$ cat src/rtl/axi_frame_writer.sv
// Write-side frame master: drains a FWFT pixel FIFO into fixed-length AXI INCR
// write bursts, rotating frames through BUF_NUM DDR buffers.
module axi_frame_writer #(
  parameter int          BURST_LEN   = 16,
  parameter logic [31:0] FRAME_BASE  = 32'h0000_0000,
  parameter logic [31:0] FRAME_BYTES = 32'h0020_0000,
  parameter int          FRAME_WORDS = 76800,
  parameter int          BUF_NUM     = 3,
  parameter int          CNT_W       = 10,
  parameter logic [7:0]  AXI_ID      = 8'h00
) (
  input  logic               Axi_Clk,
  input  logic               Axi_Rst,
  input  logic               frame_start,
  input  logic [CNT_W-1:0]   fifo_rd_cnt,
  input  logic [127:0]       fifo_rd_data,
  output logic               fifo_rd_en,
  output logic [31:0]        DdrCtrl_AADDR_0,
  output logic [1:0]         DdrCtrl_ABURST_0,
  output logic [7:0]         DdrCtrl_AID_0,
  output logic [7:0]         DdrCtrl_ALEN_0,
  output logic [1:0]         DdrCtrl_ALOCK_0,
  output logic [2:0]         DdrCtrl_ASIZE_0,
  output logic               DdrCtrl_ATYPE_0,
  output logic               DdrCtrl_AVALID_0,
  input  logic               DdrCtrl_AREADY_0,
  output logic [127:0]       DdrCtrl_WDATA_0,
  output logic [7:0]         DdrCtrl_WID_0,
  output logic               DdrCtrl_WLAST_0,
  output logic [15:0]        DdrCtrl_WSTRB_0,
  output logic               DdrCtrl_WVALID_0,
  input  logic               DdrCtrl_WREADY_0,
  input  logic [7:0]         DdrCtrl_BID_0,
  input  logic               DdrCtrl_BVALID_0,
  output logic               DdrCtrl_BREADY_0,
  output logic               frame_done,
  output logic [1:0]         rd_frame_idx
);

  localparam logic [31:0] BURST_BYTES = 32'(BURST_LEN * 16);
  localparam logic [31:0] BURST_WORDS = 32'(BURST_LEN);
  localparam logic [31:0] FRAME_WLIM  = 32'(FRAME_WORDS);
  localparam logic [8:0]  LAST_BEAT   = 9'(BURST_LEN - 1);
  localparam logic [1:0]  LAST_BUF    = 2'(BUF_NUM - 1);

  typedef enum logic [1:0] {IDLE, ADDR, DATA, RESP} stateT;

  stateT       stateReg, stateNext;
  logic        pendReg, pendNext;
  logic        firstReg, firstNext;
  logic        activeReg, activeNext;
  logic [1:0]  wrIdxReg, wrIdxNext;
  logic [1:0]  rdIdxReg, rdIdxNext;
  logic [31:0] addrReg, addrNext;
  logic [31:0] wordsReg, wordsNext;
  logic [8:0]  beatReg, beatNext;
  logic        frameDoneReg, frameDoneNext;
  logic [1:0]  newIdx;
  logic [31:0] wordsInc;
  logic        burstReady;
  logic        unusedBid;

  // Response ID carries nothing useful: only one ID is ever outstanding.
  assign unusedBid  = ^DdrCtrl_BID_0;
  assign wordsInc   = wordsReg + BURST_WORDS;
  assign burstReady = 32'(fifo_rd_cnt) >= BURST_WORDS;

  always_comb begin
    stateNext     = stateReg;
    pendNext      = pendReg | frame_start;
    firstNext     = firstReg;
    activeNext    = activeReg;
    wrIdxNext     = wrIdxReg;
    rdIdxNext     = rdIdxReg;
    addrNext      = addrReg;
    wordsNext     = wordsReg;
    beatNext      = beatReg;
    frameDoneNext = 1'b0;
    newIdx        = 2'd0;
    case (stateReg)
      IDLE: begin
        if (pendReg) begin
          // A new frame start is only honoured between bursts.
          pendNext   = frame_start;
          newIdx     = (firstReg || wrIdxReg == LAST_BUF) ? 2'd0 : wrIdxReg + 2'd1;
          wrIdxNext  = newIdx;
          firstNext  = 1'b0;
          addrNext   = FRAME_BASE + 32'(newIdx) * FRAME_BYTES;
          wordsNext  = 32'd0;
          activeNext = 1'b1;
        end else if (activeReg && burstReady) begin
          stateNext = ADDR;
        end
      end
      ADDR: begin
        if (DdrCtrl_AREADY_0) begin
          stateNext = DATA;
          beatNext  = 9'd0;
        end
      end
      DATA: begin
        if (DdrCtrl_WREADY_0) begin
          beatNext = beatReg + 9'd1;
          if (beatReg == LAST_BEAT) stateNext = RESP;
        end
      end
      RESP: begin
        if (DdrCtrl_BVALID_0) begin
          addrNext  = addrReg + BURST_BYTES;
          wordsNext = wordsInc;
          stateNext = IDLE;
          // An aborted frame never publishes its buffer.
          if (wordsInc == FRAME_WLIM && !pendReg) begin
            frameDoneNext = 1'b1;
            rdIdxNext     = wrIdxReg;
            activeNext    = 1'b0;
          end
        end
      end
      default: stateNext = IDLE;
    endcase
  end

  always_ff @(posedge Axi_Clk) begin
    if (Axi_Rst) begin
      stateReg     <= IDLE;
      pendReg      <= 1'b0;
      firstReg     <= 1'b1;
      activeReg    <= 1'b0;
      wrIdxReg     <= 2'd0;
      rdIdxReg     <= 2'd0;
      addrReg      <= 32'd0;
      wordsReg     <= 32'd0;
      beatReg      <= 9'd0;
      frameDoneReg <= 1'b0;
    end else begin
      stateReg     <= stateNext;
      pendReg      <= pendNext;
      firstReg     <= firstNext;
      activeReg    <= activeNext;
      wrIdxReg     <= wrIdxNext;
      rdIdxReg     <= rdIdxNext;
      addrReg      <= addrNext;
      wordsReg     <= wordsNext;
      beatReg      <= beatNext;
      frameDoneReg <= frameDoneNext;
    end
  end

  assign DdrCtrl_ABURST_0 = 2'b01;
  assign DdrCtrl_ALOCK_0  = 2'b00;
  assign DdrCtrl_ASIZE_0  = 3'b100;
  assign DdrCtrl_ATYPE_0  = 1'b1;
  assign DdrCtrl_ALEN_0   = 8'(BURST_LEN - 1);
  assign DdrCtrl_AID_0    = AXI_ID;
  assign DdrCtrl_WID_0    = AXI_ID;
  assign DdrCtrl_WSTRB_0  = 16'hFFFF;

  assign DdrCtrl_AVALID_0 = (stateReg == ADDR);
  assign DdrCtrl_AADDR_0  = addrReg;
  assign DdrCtrl_WVALID_0 = (stateReg == DATA);
  // FWFT head goes straight onto the bus; it only advances on a pop.
  assign DdrCtrl_WDATA_0  = DdrCtrl_WVALID_0 ? fifo_rd_data : 128'd0;
  assign DdrCtrl_WLAST_0  = DdrCtrl_WVALID_0 && (beatReg == LAST_BEAT);
  assign fifo_rd_en       = DdrCtrl_WVALID_0 && DdrCtrl_WREADY_0;
  assign DdrCtrl_BREADY_0 = (stateReg == RESP);
  assign frame_done       = frameDoneReg;
  assign rd_frame_idx     = rdIdxReg;

endmodule
$ cat config.mk
export PLATFORM = sky130hd
export DESIGN_NAME = axi_frame_writer
export DESIGN_NICKNAME = d
export VERILOG_FILES = /design/src/rtl/axi_frame_writer.sv
export SDC_FILE = /design/constraint.sdc
export NUM_CORES = 1
export LEC_CHECK = 0
export CORE_AREA = 2 2 143 145
export DETAILED_ROUTE_END_ITERATION = 7
export DIE_AREA = 0 0 145 147
export GPL_TIMING_DRIVEN = 0
export HOLD_SLACK_MARGIN = 0.06
export PLACE_DENSITY = 0.66
export SYNTH_ARGS = -nofsm -noshare
export SYNTH_HDL_FRONTEND = slang
export SYNTH_SLANG_ARGS = --single-unit
$ cat constraint.sdc
create_clock -name Axi_Clk -period 2.3 [get_ports Axi_Clk]
set_clock_uncertainty 0.05 [all_clocks]
set_input_delay 0.46 -clock Axi_Clk [delete_from_list [all_inputs] [get_ports Axi_Clk]]
set_output_delay 0.46 -clock Axi_Clk [all_outputs]
set_load 0.05 [all_outputs]
Word-level counts from Yosys, hierarchy flattened
Cells that the tools add are included.

storage, ports and cells
  register bits after elaboration = 83
  input bits = 152
  logic and storage cells = 73

cells by class
  add/subtract/negate cells = 4
  $lt $le $gt $ge = 1
  equality and inequality tests = 14
  muxes and demuxes = 25
  bitwise operators = 3
  reductions and logical operators = 16

operators by type and width
  operator                                                            number
  two-way mux 128 bit                                                 1
  two-way mux 32 bit                                                  4
  case mux 32 bit (2 select lines)                                    2
  adder 32 x 5 -> 32 bit, second input constant                       1
  adder 32 x 9 -> 32 bit, second input constant                       1
  equality test 32 x 17 -> 1 bit, second input constant               1
  two-way mux 9 bit                                                   2
  case mux 9 bit (2 select lines)                                     1
  two-way mux 2 bit                                                   7
  greater-or-equal comparator 10 x 5 -> 1 bit, second input constant  1
  adder 9 x 1 -> 9 bit, second input constant                         1
  equality test 9 x 4 -> 1 bit, second input constant                 1
  AND reduction 3 bit                                                 3
  != test 2 x 1 -> 1 bit, second input constant                       4
  != test 2 bit, second input constant                                4
  case mux 2 bit (4 select lines)                                     1
  equality test 2 bit, second input constant                          3
  two-way mux 1 bit                                                   6
  AND reduction 6 bit                                                 1
  logical AND 1 bit                                                   4
  AND reduction 4 bit                                                 1
  nonzero test 2 bit                                                  2
  OR reduction 3 bit                                                  1
  adder 2 x 1 -> 2 bit, second input constant                         1
  other kinds (8)                                                     9

Longest topological paths before layout
Gate-level depths: netlist (run 1).

  word-level depth = 6
  gate-level depth with buffers = 9
  depth with buffers taken out = 9

Least setup slack after synthesis (run 1)
Ideal clock, no wire load.

  kind = register to output
  from = register stateReg[0]
  to = output DdrCtrl_WDATA_0[100]
  data arrival time = 2129 ps
  data required time = 1790 ps
  path slack = -339 ps
  cell stages (with the launch flop) = 7
  cells stage by stage = dfxtp_1 inv_1 ha_1 clkbuf_1 clkbuf_1 clkbuf_1 and2_1

between the ends
  cells in the longest elaborated chain, start to end = 2

ends and longest elaborated chain
  item                    RTL line  RTL
  start, declared         48        stateT stateReg, stateNext;
  start signal, assigned  137       stateReg <= stateNext;
  equality test 2 bit     161       assign DdrCtrl_WVALID_0 = (stateReg == DATA);
  via DdrCtrl_WVALID_0    31        output logic DdrCtrl_WVALID_0,
  two-way mux 128 bit     163       assign DdrCtrl_WDATA_0 = DdrCtrl_WVALID_0 ? fifo_rd_data : 128'd0;
  end, declared           27        output logic [127:0] DdrCtrl_WDATA_0,

The timed path passes the listed nets, and every way through them passes these cells.

Final worst setup path (run 1)
  from = register wordsReg[9]
  to = register activeReg

between the ends
  cells in the longest elaborated chain, start to end = 5

ends and longest elaborated chain
  item                              RTL line  RTL
  start, declared                   55        logic [31:0] wordsReg, wordsNext;
  start signal, assigned            144       wordsReg <= wordsNext;
  adder 32 x 5 -> 32 bit            65        assign wordsInc = wordsReg + BURST_WORDS;
  equality test 32 x 17 -> 1 bit    113       if (wordsInc == FRAME_WLIM && !pendReg) begin
  logical AND 1 bit                 113
  != test 2 x 1 -> 1 bit (no line)  --
  AND reduction 4 bit (no line)     --
  end signal, assigned              140       activeReg <= activeNext;
  end, declared                     51        logic activeReg, activeNext;

Every way passes these cells.
A chain may end at the register's enable or synchronous reset.

==> results of run 1 <==
==> cell type report <==
cell class	instances	area, um2	area share (%)
repair buffers	327	3010	31.6
multi-input cells	577	3630	38.2
clock buffers	9	225	2.37
inverters	12	45.0	0.474
plain buffers	96	716	7.52
clock inverters	7	103	1.08
flip-flops and latches	71	1440	15.2
well taps	270	338	3.55
diodes	3	7.51	0.0789
==> worst max-delay path, stage by stage (launching register included) <==
cell     delay [ns]
dfxtp_2        0.33
buf_6          0.12
nand4_1        0.20
or4_4          0.61
or3_1          0.34
nand3_2        0.12
nor4_4         0.04
buf_4          0.17
a41o_1         0.23
a21oi_1        0.12
==> registers in the layout, indices dropped and copies added, names as in the netlist, 2 cells and up <==
name	cells
wrIdxReg	2
DdrCtrl_AADDR_0	24
rd_frame_idx	2
wordsReg	28
beatReg	9
stateReg	2
==> per-layer routing <==
metal  GRT usage [%]  vias up
met3            7.89       19
met1            35.2     2891
met4            4.80        2
li1                -     3079
met5               0        -
met2            34.2      368
==> cells by family after synthesis <==
kind of cell	Yosys count	share of synthesized area (%)
flip-flops	71	27.3
XOR/XNOR	37	6.23
multiplexers	3	0.601
buffers and inverters	114	12.4
AND/OR/NAND/NOR	376	39.6
other	2	0.144
AO/OA/AOI/OAI	97	11.8
adder cells (fa/ha/maj)	8	1.92
==> cells in the mapped netlist, types with 14 or more instances <==
| cell | number |
|---|---|
| o21ai_0 | 18 |
| nand4_1 | 19 |
| nand2_1 | 47 |
| buf_4 | 56 |
| nor2_1 | 79 |
| dfxtp_1 | 71 |
| nand3_1 | 34 |
| xor2_1 | 23 |
| and2_1 | 130 |
| xnor2_1 | 14 |
| a21oi_1 | 33 |
| clkbuf_1 | 38 |
==> metrics by stage <==
step	hold WS (ns)	TNS [ns]	std cells	util [%]
after floorplan	0.418	-0.0904	762	-
after global placement	0.448	-103.66	1330	44.5
after CTS	0.468	-0.247	1356	46.2
final	0.466	-0.273	1372	47.9
after global routing	0.480	-0.704	1369	47.9
after detailed placement	0.459	-103.72	1330	44.5
==> report_power, final <==
part / switching (mW) / internal, mW / leakage, nW
logic: 1.83 / 0.995 / 3.38
clock network: 0.616 / 0.964 / 0.157
registers: 0.0267 / 1.25 / 0.579
==> what timing repair did <==
action / CTS / global route
endpoints found under the setup margin: 171 / 178
resized for setup: 843 / 75
gates cloned: 1 / 0
hold buffers: 0 / 0
setup buffers: 12 / 16
hold endpoints to repair: 0 / 0
pin swaps: 11 / 15
==> path summary, 6_finish.rpt <==
kind | startpoint | endpoint | slack, ns | cells after the start
setup / recovery | wordsReg[9] | activeReg | -0.10 | 9
hold / removal | DdrCtrl_AADDR_0[31] | DdrCtrl_AADDR_0[31] | 0.47 | 2
setup reg to reg | wordsReg[9] | activeReg | -0.10 | 9
hold reg to reg | DdrCtrl_AADDR_0[31] | DdrCtrl_AADDR_0[31] | 0.47 | 2
==> reports/metrics.yaml, run 1 <==
routedLengthMet1_um: 12100
ys_seq_area_share_pct: 27.3
coreArea_um2: 19800
ys_types: 54
dp_slack_ns: -0.982
final_nets: 1254
worstPathRequired_ns: 2.52
finalMaxSlewViolations: 0
slew_headroom_pct: 51.2
grt_pass1_wl_um: 38200
ys_ff_latch: 71
worst_slack_ns: -0.100
initial_utilization_pct: 26.2
placed_area_um2: 8830
vdd_drop_max_mv: 0.342
clock-sinks: 71
routed_wl_um: 26300
tightest_slew_ns: 0.732
dieArea_um2: 21300
cts_buffers: 9
power.density_nw_per_um2: 598
leakage_nw: 4.12
cts_buffer_depth: 2
dp_hpwl_um: 21100
synth_cells: 708
final_common_cell: "clkdlybuf4s50_1"
mostFrequentLayoutCells: "165 x clkdlybuf4s50_1, 98 x buf_4, 79 x nor2_1"
grt-ovfl-total: 0
clk_latency_ns: 0.35
die_w_um: 145
maxUsedRoutingLayer: "met5"
hold_viol: 0
setup_viol_count_final: 3
synth_top_area_cell: "dfxtp_1"
grt_pass1_vias: 5870
post-route-cell-area_um2: 9510
yosysWarnings: 0
grt_max_degree: 15
gp_congestion: 0.931
arrival_ns: 2.62
antenna_found_initial: 9
cp-end-kind: "flip-flop"
rsz0062_at_grt: "yes"
hp-class: "flip-flop to flip-flop"
wire_per_inst_um: 19.2
min_period_ns: 2.40
synth_area_um2: 5200
drc: 0
num_rows: 52
drive_above_1_share_pct: 34.2
die_height_um: 147
async_reset_ff_share_pct: 0
cap_violations: 0
vias: 6359
wl_met2_um: 10900
fillers: 1957
synth-edff-count: 0
clockRootBuffer: "clkbuf_16"
synthFlopType: "dfxtp_1"
h-tree-depth: 3
synth.area.top_cells: "dfxtp_1 27%, and2_1 16%, buf_4 8.1%"
ant_nets: 0
power.total_mw: 5.69
tritoncts: "built"
fmax_mhz: 417
status: "finished with violations"
critPathMaxFanout: 7
violations: "setup timing"
first_pass_iters: 5
area_growth_pct: 82.8
avgViaCountPerCell: 4.63
path_clk_slew_ns: 0.06
avgSynthCellArea_um2: 7.35
period_share_pct: 104
startpoint_type: "flip-flop"
drt_iter0_markers: 555
grtUsageTotal_pct: 24.0
yosysTopAreaCellShare_pct: 27.3
num_io_pins: 368
met3_length_um: 3070
critPathKind: "flip-flop to flip-flop"
io_buffers: 298
Power figures use the tool's default switching activity.
==> run 2, diff against run 1 <==
--- a/config.mk
+++ b/config.mk
@@ -9,7 +9,7 @@
 export DETAILED_ROUTE_END_ITERATION = 7
 export DIE_AREA = 0 0 145 147
 export GPL_TIMING_DRIVEN = 0
-export HOLD_SLACK_MARGIN = 0.06
+export HOLD_SLACK_MARGIN = 0.15
 export PLACE_DENSITY = 0.66
 export SYNTH_ARGS = -nofsm -noshare
 export SYNTH_HDL_FRONTEND = slang
==> results of run 2 <==
The final DEF is identical to that of run 1; final timing and power are the same.
==> run 3, diff against run 2 <==
==> config.mk (replaced) <==
export PLATFORM = sky130hd
export DESIGN_NAME = axi_frame_writer
export DESIGN_NICKNAME = d
export VERILOG_FILES = /design/src/rtl/axi_frame_writer.sv
export SDC_FILE = /design/constraint.sdc
export NUM_CORES = 1
export LEC_CHECK = 0
export CORE_AREA = 2 2 145 147
export CTS_BUF_LIST = sky130_fd_sc_hd__clkbuf_8
export DETAILED_ROUTE_END_ITERATION = 7
export DIE_AREA = 0 0 147 149
export GPL_TIMING_DRIVEN = 0
export HOLD_SLACK_MARGIN = 0.15
export PLACE_DENSITY = 0.7
export SYNTH_ARGS = -nofsm -noshare
export SYNTH_HDL_FRONTEND = slang
export SYNTH_SLANG_ARGS = --single-unit
==> run 3 against run 2 <==
  * The flow still finishes with violations (setup timing)
  * Hold slack got worse by 0.00098 ns
  * Design area grew 1.8%
  * Critical path type unchanged
  * Sequential cell count unchanged
  * Critical path depth did not move
  * Non-clock buffer count grew 12
  * Clock power decreased by 35%
  * Total power shrank 8.0%
  * Largest cell class unchanged
==> reports/metrics.yaml, run 3 (synthesis results as in run 1) <==
final_nets: 1266  # +0.96%
num_rows: 53  # +1.9%
slowest_stage: "or4_4"
grt_pass1_vias: 6039  # +2.9%
cts_buffers: 9  # unchanged
min_period_ns: 2.38  # -0.0156 ns
power_switching_mw: 2.40  # -3.1%
vias: 6484  # +2.0%
post-route-cell-area_um2: 9690  # +1.8%
gp_congestion: 0.961  # +3.2%
period_share_pct: 104  # -0.68 points
mostFrequentLayoutCells: "165 x clkdlybuf4s50_1, 103 x buf_4, 79 x nor2_1"
r2r_cells: 9  # unchanged
setup_viol_count_final: 4  # +1
placed_cells: 1335  # +0.38%
r2r_start: "wordsReg[5]"
critPathKind: "flip-flop to flip-flop"
tightest_slew_ns: 0.681  # -0.0504 ns
io_buffers: 298  # unchanged
path_common_cell: "buf_4"
rsz0062_at_grt: "yes"
slew_headroom_pct: 54.6  # +3.4 points
status: "finished with violations"
power.internal_mw: 2.84  # -12%
swShare_pct: 45.8  # +2.3 points
slowest_delay_ns: 0.60  # about the same
hold_viol: 0  # unchanged
die_w_um: 147  # +1.4%
tritoncts: "built"
clock-sinks: 71  # unchanged
hold_depth: 1  # -1
cp_cell_sequence: "buf_4 > nand4_4 > or4_4 > or3_1 > nand3_2 > nor4_4 > buf_4 > a41o_1 > a21oi_1"
cts_buffer_depth: 2  # unchanged
seqPwrFrac_pct: 24.4  # +1.9 points
r2r_end: "activeReg"
cap_violations: 0  # unchanged
vdd_drop_max_mv: 0.259  # -24%
drive_above_1_share_pct: 35.1  # +0.92 points
path_delay_family: "simple AND/OR/NAND/NOR gates"
grtUsageTotal_pct: 25.1  # +1.1 points
clockRootBuffer: "clkbuf_8"
final_cells: 1388  # +1.2%
worst_slack_ns: -0.0848  # +0.0156 ns
final_common_cell: "clkdlybuf4s50_1"
area_growth_pct: 86.1
path_clk_slew_ns: 0.08  # +0.02 ns
placed_area_um2: 8840  # about the same
antenna_found_initial: 9  # unchanged
avgViaCountPerCell: 4.67  # +0.79%
num_io_pins: 368  # unchanged
largest_reg_flops: 28  # unchanged
routed_wl_um: 28600  # +8.7%
regMostFlops: "wordsReg"
crit_buf_inv: 2  # unchanged
fillers: 2080  # +6.3%
fin_util_pct: 47.1  # -0.82 points
wire_per_inst_um: 20.6  # +7.4%
initial_utilization_pct: 25.3  # -0.91 points
min_to: "wordsReg[13]"
coreArea_um2: 20600  # +3.6%
fmax_mhz: 419  # +0.65%
dieArea_um2: 21900  # +2.8%
min_from: "wordsReg[13]"
clk_latency_ns: 0.36  # about the same
grt-ovfl-total: 0  # unchanged
hold_ws_ns: 0.465  # -0.000979 ns
startpoint_type: "flip-flop"
arrival_ns: 2.63  # about the same
hold_buffers: 0  # unchanged
die_height_um: 149  # +1.4%
setup_tns_ns: -0.227  # +0.0453 ns
worstPathRequired_ns: 2.55  # +0.03 ns
critPathMaxFanout: 6  # -1
grt_pass1_wl_um: 39700  # +3.8%
dp_hpwl_um: 22900  # +8.6%
h-tree-depth: 3  # unchanged
cp-end-kind: "flip-flop"
finalMaxSlewViolations: 0  # unchanged
leakage_nw: 4.15  # +0.85%
power.density_nw_per_um2: 540  # -9.6%
hp-class: "flip-flop to flip-flop"
violations: "setup timing"
grt_max_degree: 13  # -2
drc: 0  # unchanged
first_pass_iters: 4  # -1
ant_nets: 0  # unchanged
rrSetupSlack_ns: -0.08  # +0.02 ns
p_comb_share_pct: 55.9  # +6.2 points
clkPwrFrac_pct: 19.8  # -8.0 points
drt_iter0_markers: 552  # -0.54%
-- run 3: timing repair --
action	in CTS	in global routing
cloned	1	0
setup buffers	23	18
gates resized for setup	869	130
endpoints found under the hold margin	0	0
setup endpoints to repair	177	166
pin swaps	20	16
-- run 3: how the worst max path moves through the flow --
stage,to,startpoint,cells past startpoint
2_1_floorplan,DdrCtrl_WDATA_0[100],stateReg[0],6
3_3_place_gp,DdrCtrl_WDATA_0[108],stateReg[0],7
3_5_place_dp,DdrCtrl_WDATA_0[125],stateReg[0],7
4_1_cts,activeReg,wordsReg[10],9
5_1_grt,rd_frame_idx[0],wordsReg[5],10
6_report,activeReg,wordsReg[5],9
-- run 3: power by group through the flow --
stage               clock, mW  sequential, mW  combinational, mW
global placement            0            1.31               2.69
finish                   1.03            1.27               2.92
detailed placement          0            1.31               2.68
global route             1.10            1.28               3.07
CTS                      1.05            1.28               2.79
floorplan                   0            1.31               1.69
-- run 3: cell type report --
cell class                      instances  area, um2  share of cell area, %
Inverter                               12       45.0                  0.465
Antenna cell                            3       7.51                 0.0775
Buffer                                 95        748                   7.73
Clock buffer                           10        138                   1.42
Tap cell                              275        344                   3.55
Timing Repair Buffer                  340       3230                   33.4
Multi-Input combinational cell        577       3660                   37.8
Sequential cell                        71       1450                   15.0
Clock inverter                          5       58.8                  0.607
-- run 3: metal layers --
layer	up-vias	track usage [%]	share of wire, %
met4	10	4.13	1.2
li1	3079	-	-
met2	368	36.1	41
met1	2993	33.1	43
met3	34	14.5	15
met5	-	0	0.18
-- run 3: per-stage QoR --
stage / setup WS (ns) / power (mW)
floorplan: -0.00972 / 3.00
global placement: -0.923 / 4.00
detailed placement: -0.903 / 3.99
CTS: -0.0513 / 5.11
global route: -0.175 / 5.45
finish: -0.0848 / 5.23
-- run 3: worst register-to-register path: stages (launching register included) --
cell	delay (ns)
dfxtp_4	0.39
buf_4	0.13
nand4_4	0.16
or4_4	0.60
or3_1	0.34
nand3_2	0.10
nor4_4	0.04
buf_4	0.16
a41o_1	0.23
a21oi_1	0.11
